## config.mk

```make
export PLATFORM = sky130hd
export DESIGN_NAME = rreg_wb_arbiter
export DESIGN_NICKNAME = d
export VERILOG_FILES = /design/src/rtl/rreg_wb_arbiter.sv
export SDC_FILE = /design/constraint.sdc
export NUM_CORES = 1
export LEC_CHECK = 0
export CORE_ASPECT_RATIO = 2
export CORE_MARGIN = 3
export CORE_UTILIZATION = 54
export DETAILED_ROUTE_END_ITERATION = 6
export PLACE_DENSITY = 0.8
export SYNTH_ARGS = -nofsm -noshare
export SYNTH_HDL_FRONTEND = slang
export SYNTH_SLANG_ARGS = --single-unit
export TNS_END_PERCENT = 50
```

## constraint.sdc

```tcl
create_clock -name clk -period 2.3 [get_ports clk]
set_input_delay 0.46 -clock clk [delete_from_list [all_inputs] [get_ports clk]]
set_output_delay 0.46 -clock clk [all_outputs]
set_load 0.02 [all_outputs]
```

## src/rtl/rreg_wb_arbiter.sv

```systemverilog
// rreg_wb_arbiter: shares the single Rreg write port (wite/addr3/data3) between
// the ALU writeback requester (A) and the memory-load requester (M). Each
// requester feeds a small FIFO. A round-robin arbiter drains one entry per cycle
// into a registered write port. Combinational hazard flags tell decode when a
// source register still has a write in flight.
//
// Optional feature (macro RREG_WB_R0_DROP_EN): entries addressed to register 0
// are accepted and popped but never strobe wite, and never raise a hazard.
//
// Ports (top):
//   clk, rst                 clock (rising edge), async active-high reset
//   a_valid/a_ready/a_addr/a_data   A request handshake and payload
//   m_valid/m_ready/m_addr/m_data   M request handshake and payload
//   wite/addr3/data3         registered register-file write port
//   chk_addr1/chk_addr2      decode source addresses to check
//   hazard1/hazard2          pending-write flags for chk_addr1/chk_addr2

// Per-requester FIFO with occupancy bits for hazard lookup.
module rreg_wb_fifo #(
  parameter int unsigned AW      = 3,
  parameter int unsigned DW      = 16,
  parameter int unsigned FD      = 2,
  parameter bit          R0_DROP = 1'b0
) (
  input  logic          clk,
  input  logic          rst,
  input  logic          push,
  input  logic [AW-1:0] push_addr,
  input  logic [DW-1:0] push_data,
  input  logic          pop,
  output logic          ready,
  output logic          nempty,
  output logic [AW-1:0] head_addr,
  output logic [DW-1:0] head_data,
  input  logic [AW-1:0] chk_addr1,
  input  logic [AW-1:0] chk_addr2,
  output logic          hit1,
  output logic          hit2
);

  localparam int unsigned PW = (FD > 1) ? $clog2(FD) : 1;
  localparam int unsigned CW = $clog2(FD + 1);

  logic [AW-1:0] addr_q [FD];
  logic [DW-1:0] data_q [FD];
  logic [FD-1:0] vld_q;
  logic [PW-1:0] rd_q;
  logic [PW-1:0] wr_q;
  logic [CW-1:0] cnt_q;

  function automatic logic [PW-1:0] nxt(input logic [PW-1:0] p);
    return (p == PW'(FD - 1)) ? '0 : p + PW'(1);
  endfunction

  // Ready depends only on the registered count, so a full FIFO refuses a
  // push even in a cycle where it is being popped.
  assign ready     = (cnt_q < CW'(FD));
  assign nempty    = (cnt_q != '0);
  assign head_addr = addr_q[rd_q];
  assign head_data = data_q[rd_q];

  // Control state: pointers, count and per-slot occupancy.
  always_ff @(posedge clk or posedge rst) begin
    if (rst) begin
      rd_q  <= '0;
      wr_q  <= '0;
      cnt_q <= '0;
      vld_q <= '0;
    end else begin
      if (push) begin
        vld_q[wr_q] <= 1'b1;
        wr_q        <= nxt(wr_q);
      end
      if (pop) begin
        vld_q[rd_q] <= 1'b0;
        rd_q        <= nxt(rd_q);
      end
      if (push && !pop) begin
        cnt_q <= cnt_q + CW'(1);
      end else if (pop && !push) begin
        cnt_q <= cnt_q - CW'(1);
      end
    end
  end

  // Payload storage; occupancy bits qualify it, so it needs no reset.
  always_ff @(posedge clk) begin
    if (push) begin
      addr_q[wr_q] <= push_addr;
      data_q[wr_q] <= push_data;
    end
  end

  // Match any occupied slot against both check addresses.
  always_comb begin
    hit1 = 1'b0;
    hit2 = 1'b0;
    for (int i = 0; i < int'(FD); i++) begin
      if (vld_q[i] && (!R0_DROP || (addr_q[i] != '0))) begin
        if (addr_q[i] == chk_addr1) hit1 = 1'b1;
        if (addr_q[i] == chk_addr2) hit2 = 1'b1;
      end
    end
  end

endmodule

module rreg_wb_arbiter #(
  parameter int unsigned AW = 3,
  parameter int unsigned DW = 16,
  parameter int unsigned FD = 2
) (
  input  logic          clk,
  input  logic          rst,
  input  logic          a_valid,
  output logic          a_ready,
  input  logic [AW-1:0] a_addr,
  input  logic [DW-1:0] a_data,
  input  logic          m_valid,
  output logic          m_ready,
  input  logic [AW-1:0] m_addr,
  input  logic [DW-1:0] m_data,
  output logic          wite,
  output logic [AW-1:0] addr3,
  output logic [DW-1:0] data3,
  input  logic [AW-1:0] chk_addr1,
  input  logic [AW-1:0] chk_addr2,
  output logic          hazard1,
  output logic          hazard2
);

`ifdef RREG_WB_R0_DROP_EN
  localparam bit R0_DROP = 1'b1;
`else
  localparam bit R0_DROP = 1'b0;
`endif

  logic          a_push, m_push, a_pop, m_pop, a_ne, m_ne;
  logic [AW-1:0] a_head_addr, m_head_addr, sel_addr;
  logic [DW-1:0] a_head_data, m_head_data, sel_data;
  logic          a_hit1, a_hit2, m_hit1, m_hit2;
  logic          rr_m_q, rr_m_d, wr_en;
  logic          out_live;

  assign a_push = a_valid && a_ready;
  assign m_push = m_valid && m_ready;

  rreg_wb_fifo #(.AW(AW), .DW(DW), .FD(FD), .R0_DROP(R0_DROP)) u_a_fifo (
    .clk(clk), .rst(rst),
    .push(a_push), .push_addr(a_addr), .push_data(a_data),
    .pop(a_pop), .ready(a_ready), .nempty(a_ne),
    .head_addr(a_head_addr), .head_data(a_head_data),
    .chk_addr1(chk_addr1), .chk_addr2(chk_addr2),
    .hit1(a_hit1), .hit2(a_hit2)
  );

  rreg_wb_fifo #(.AW(AW), .DW(DW), .FD(FD), .R0_DROP(R0_DROP)) u_m_fifo (
    .clk(clk), .rst(rst),
    .push(m_push), .push_addr(m_addr), .push_data(m_data),
    .pop(m_pop), .ready(m_ready), .nempty(m_ne),
    .head_addr(m_head_addr), .head_data(m_head_data),
    .chk_addr1(chk_addr1), .chk_addr2(chk_addr2),
    .hit1(m_hit1), .hit2(m_hit2)
  );

  // Round-robin select: rr_m_q=1 favours M when both sides hold entries.
  // The pointer always moves to the side that was not served.
  always_comb begin
    a_pop    = a_ne && (!m_ne || !rr_m_q);
    m_pop    = m_ne && (!a_ne || rr_m_q);
    rr_m_d   = rr_m_q;
    if (a_pop) begin
      rr_m_d = 1'b1;
    end else if (m_pop) begin
      rr_m_d = 1'b0;
    end
    sel_addr = m_pop ? m_head_addr : a_head_addr;
    sel_data = m_pop ? m_head_data : a_head_data;
    wr_en    = (a_pop || m_pop) && (!R0_DROP || (sel_addr != '0));
  end

  // Registered write port; address/data hold when nothing is issued.
  always_ff @(posedge clk or posedge rst) begin
    if (rst) begin
      rr_m_q <= 1'b0;
      wite   <= 1'b0;
      addr3  <= '0;
      data3  <= '0;
    end else begin
      rr_m_q <= rr_m_d;
      wite   <= wr_en;
      if (wr_en) begin
        addr3 <= sel_addr;
        data3 <= sel_data;
      end
    end
  end

  // The output stage counts as in flight only while it is strobing.
  assign out_live = wite && (!R0_DROP || (addr3 != '0));
  assign hazard1  = a_hit1 || m_hit1 || (out_live && (addr3 == chk_addr1));
  assign hazard2  = a_hit2 || m_hit2 || (out_live && (addr3 == chk_addr2));

endmodule

```

==> results by group <==
Route
  • Drt pass-1 iters: 4
  • Detail Route Antenna Nets: 0
  • Routed WL: 10500 um
  • Vias: 2934
  • Residual DRC: 0
  • Drt first-iter violations: 188
  • Routed vias/inst: 5.70
  • Drt wl/cell: 20.4 um

CTS
  • Clk sink count: 109
  • Hold buffer count at CTS: 0
  • Clk buf depth: 2
  • TritonCTS clock tree: done
  • Cts bufs inserted: 9
  • CTS clock-pin slew for the worst setup and hold paths: 0.07 ns
  • Postcts setup bufs: 0
  • H-tree depth: 3
  • Latest clock arrival within the worst-skew pair: 0.34 ns
  • CTS root buf: clkbuf_16

Floorplan
  • Die ar.: 10000 um2
  • # rows: 47
  • I/O Pins: 72
  • Die extent in y: 139 um
  • Core ar.: 8410 um2
  • Starting Density: 56.4%
  • Die Wd: 72.3 um

Power
  • Max rail drop VDD: 0.944 mV
  • PwrDens: 1360 nW/um2
  • Lkg Pwr: 2.22 nW

Timing
  • Hold_ws: 0.494 ns
  • Final Cycle Share: 96.1%
  • Worst slew pin tran: 0.535 ns
  • Fmax: 452 MHz
  • RSZ-0062 raised after global routing: no
  • Fin. Hold Viols: 0
  • Final number of setup-violating endpoints: 0
  • Max Slew Vio Count: 0
  • Setup TNS: 0 ns
  • Final min period: 2.21 ns
  • Skew final: 0.00767 ns
  • Slew headroom: 64.3%

Setup path
  • Worst path arrival time: 1.75 ns
  • Worst r2r src: u_a_fifo.rd_q$_DFFE_PP0P_
  • Max Fanout on Critical Path: 3
  • Crit. Startpoint: u_a_fifo.addr_q[1][1]$_DFFE_PP_
  • Critical path endpoint category: output pin
  • Critical path class: reg2out
  • Crit start category: register
  • Crit path required time: 1.84 ns

GRT
  • Initial antenna violation count: 0
  • GRT overflow: 0
  • First-pass GRT wire length: 16400 um
  • Vias in the first global route: 3182
  • Largest net degree at the start of global routing: 41
  • Overall global routing resource usage: 22.5%

Min path
  • HP Start: u_a_fifo.wr_q$_DFFE_PP0P_
  • Hold WC Path Type: reg2reg

Yosys
  • Synth area leader: edfxtp_1
  • Async set-reset flop share out of synthesis: 30.3%
  • Post-synth EDFFs: 76
  • Post-Synthesis Cells: 326
  • Yosys top cell area share: 48.1%
  • Distinct cell type count after synthesis: 31
  • Top cells by count, synth: 76 x edfxtp_1, 36 x xnor2_1, 33 x dfrtp_1
  • Post-synthesis sequential area ratio: 65.5%
  • Mapped cell area: 4740 um2
  • Syn nets: 376
  • Most numerous cell in the Yosys netlist: edfxtp_1
  • #FFs+latches synth: 109
  • Syn_area_per_cell: 14.6 um2
  • Synth warn: 0
  • Top cells by area, synth: edfxtp_1 48%, dfrtp_1 17%, xnor2_1 6.6%
  • Top_reg_cell synth: edfxtp_1

Finish
  • # nets final: 462
  • Ratio of cells with drive above 1 in the final layout: 16.3%
  • FILL cells: 592
  • Fin cells: 515
  • Ant. Diodes: 0
  • Area Growth Syn to Fin: 26.1%
  • Final Util: 71.1%

Outcome
  • Status: complete, no violations

Flow run
  • Max Cap Violations: 0

Placement
  • Placer Congestion: 0.989
  • Port Buffers: 71
  • Placed Cells incl. Taps: 499
  • HPWL Detailed: 7880 um
==> critical path: stages (launching register included) <==
cell and delay, ns:
edfxtp_1 0.52, xnor2_1 0.22, nand4_1 0.12, and3_1 0.21, nand3_1 0.09, clkdlybuf4s15_2 0.26
==> sequential cells by signal (all words and copies together), names as in the netlist <==
signal / flops
u_a_fifo.data_q: 32
u_m_fifo.data_q: 32
data3: 16
u_a_fifo.addr_q: 6
u_m_fifo.addr_q: 6
addr3: 3
u_a_fifo.cnt_q: 2
u_a_fifo.vld_q: 2
u_m_fifo.cnt_q: 2
u_m_fifo.vld_q: 2
rr_m_q: 1
u_a_fifo.rd_q: 1
u_a_fifo.wr_q: 1
u_m_fifo.rd_q: 1
u_m_fifo.wr_q: 1
wite: 1
==> stage by stage <==
step	cell area (um2)	total power [mW]	setup slack [ns]
4_1_cts	5980	8.21	0.000788
5_1_grt	5980	8.60	0.0153
6_report	5980	8.14	0.0895
3_3_place_gp	5680	6.51	-0.301
2_1_floorplan	4740	5.44	0.248
3_5_place_dp	5680	6.65	-0.376
==> routing by layer <==
layer | routed length, um | GRT usage (%) | vias to the layer above
met3 | 373 | 4.64 | 27
met4 | 579 | 14.4 | 0
met5 | 0 | 0 | -
met1 | 3380 | 22.0 | 1454
met2 | 6150 | 40.7 | 74
li1 | - | - | 1379
==> area by class of cell <==
type | instances | area (um2) | area share [%]
multi-input combinational | 191 | 1490 | 25.0
timing repair buffer | 96 | 935 | 15.6
clock inverter | 6 | 76.3 | 1.28
tap | 98 | 123 | 2.05
clock buffer | 10 | 229 | 3.83
inverter | 5 | 18.8 | 0.314
sequential | 109 | 3110 | 52.0
==> logic make-up (layout without fill, tap and decap cells) <==
family | count (synthesis) | in the layout | synth area share [%]
xor gates and xnor gates | 40 | 40 | 7.38
DFF | 109 | 109 | 65.5
and+or+nand+nor | 47 | 47 | 4.93
AOI/OAI and AO/OA | 64 | 64 | 10.0
adders and majority gates | 2 | 2 | 0.527
muxes | 38 | 38 | 8.52
buffers and inverters | 26 | 117 | 3.09
==> cell usage in the layout, fill, tap and decap left out, drive strengths merged <==
cell	count
a21oi	20
a22oi	19
a2bb2oi	1
and2	2
and3	2
buf	25
bufinv	1
clkbuf	10
clkdlybuf4s15	2
clkdlybuf4s50	63
clkinv	1
dfrtp	33
dlygate4sd2	5
dlymetal6s2s	1
edfxtp	76
ha	2
inv	9
mux2	19
mux2i	19
nand2	2
nand3	2
nand4	10
nor2	23
nor2b	4
o21ai	21
o22a	3
or2	2
xnor2	36
xor2	4
==> report_power, final <==
group          internal [mW]  total, mW  switching (mW)
Sequential              2.71       3.17           0.466
Combinational           1.58       3.42            1.83
Clock                  0.866       1.55           0.688
Total                   5.16       8.14            2.99
==> what timing repair did <==
action                                  CTS  global route
resized for setup                        11             1
pin swaps                                 1             0
endpoints found under the setup margin    2             1
==> path summary, 6_finish.rpt <==
kind | to | slack [ns] | depth (start not counted)
max in group asynchronous | u_m_fifo.vld_q[1]$_DFF_PP0_ | 1.45 | 3
hold reg to reg | u_a_fifo.wr_q$_DFFE_PP0P_ | 0.49 | 1
hold / removal | u_a_fifo.wr_q$_DFFE_PP0P_ | 0.49 | 1
min in group asynchronous | u_a_fifo.wr_q$_DFFE_PP0P_ | 0.54 | 3
setup / recovery | hazard1 | 0.09 | 5
setup reg to reg | data3[5]$_DFFE_PP0P_ | 0.63 | 4
Power figures use the tool's default switching activity.
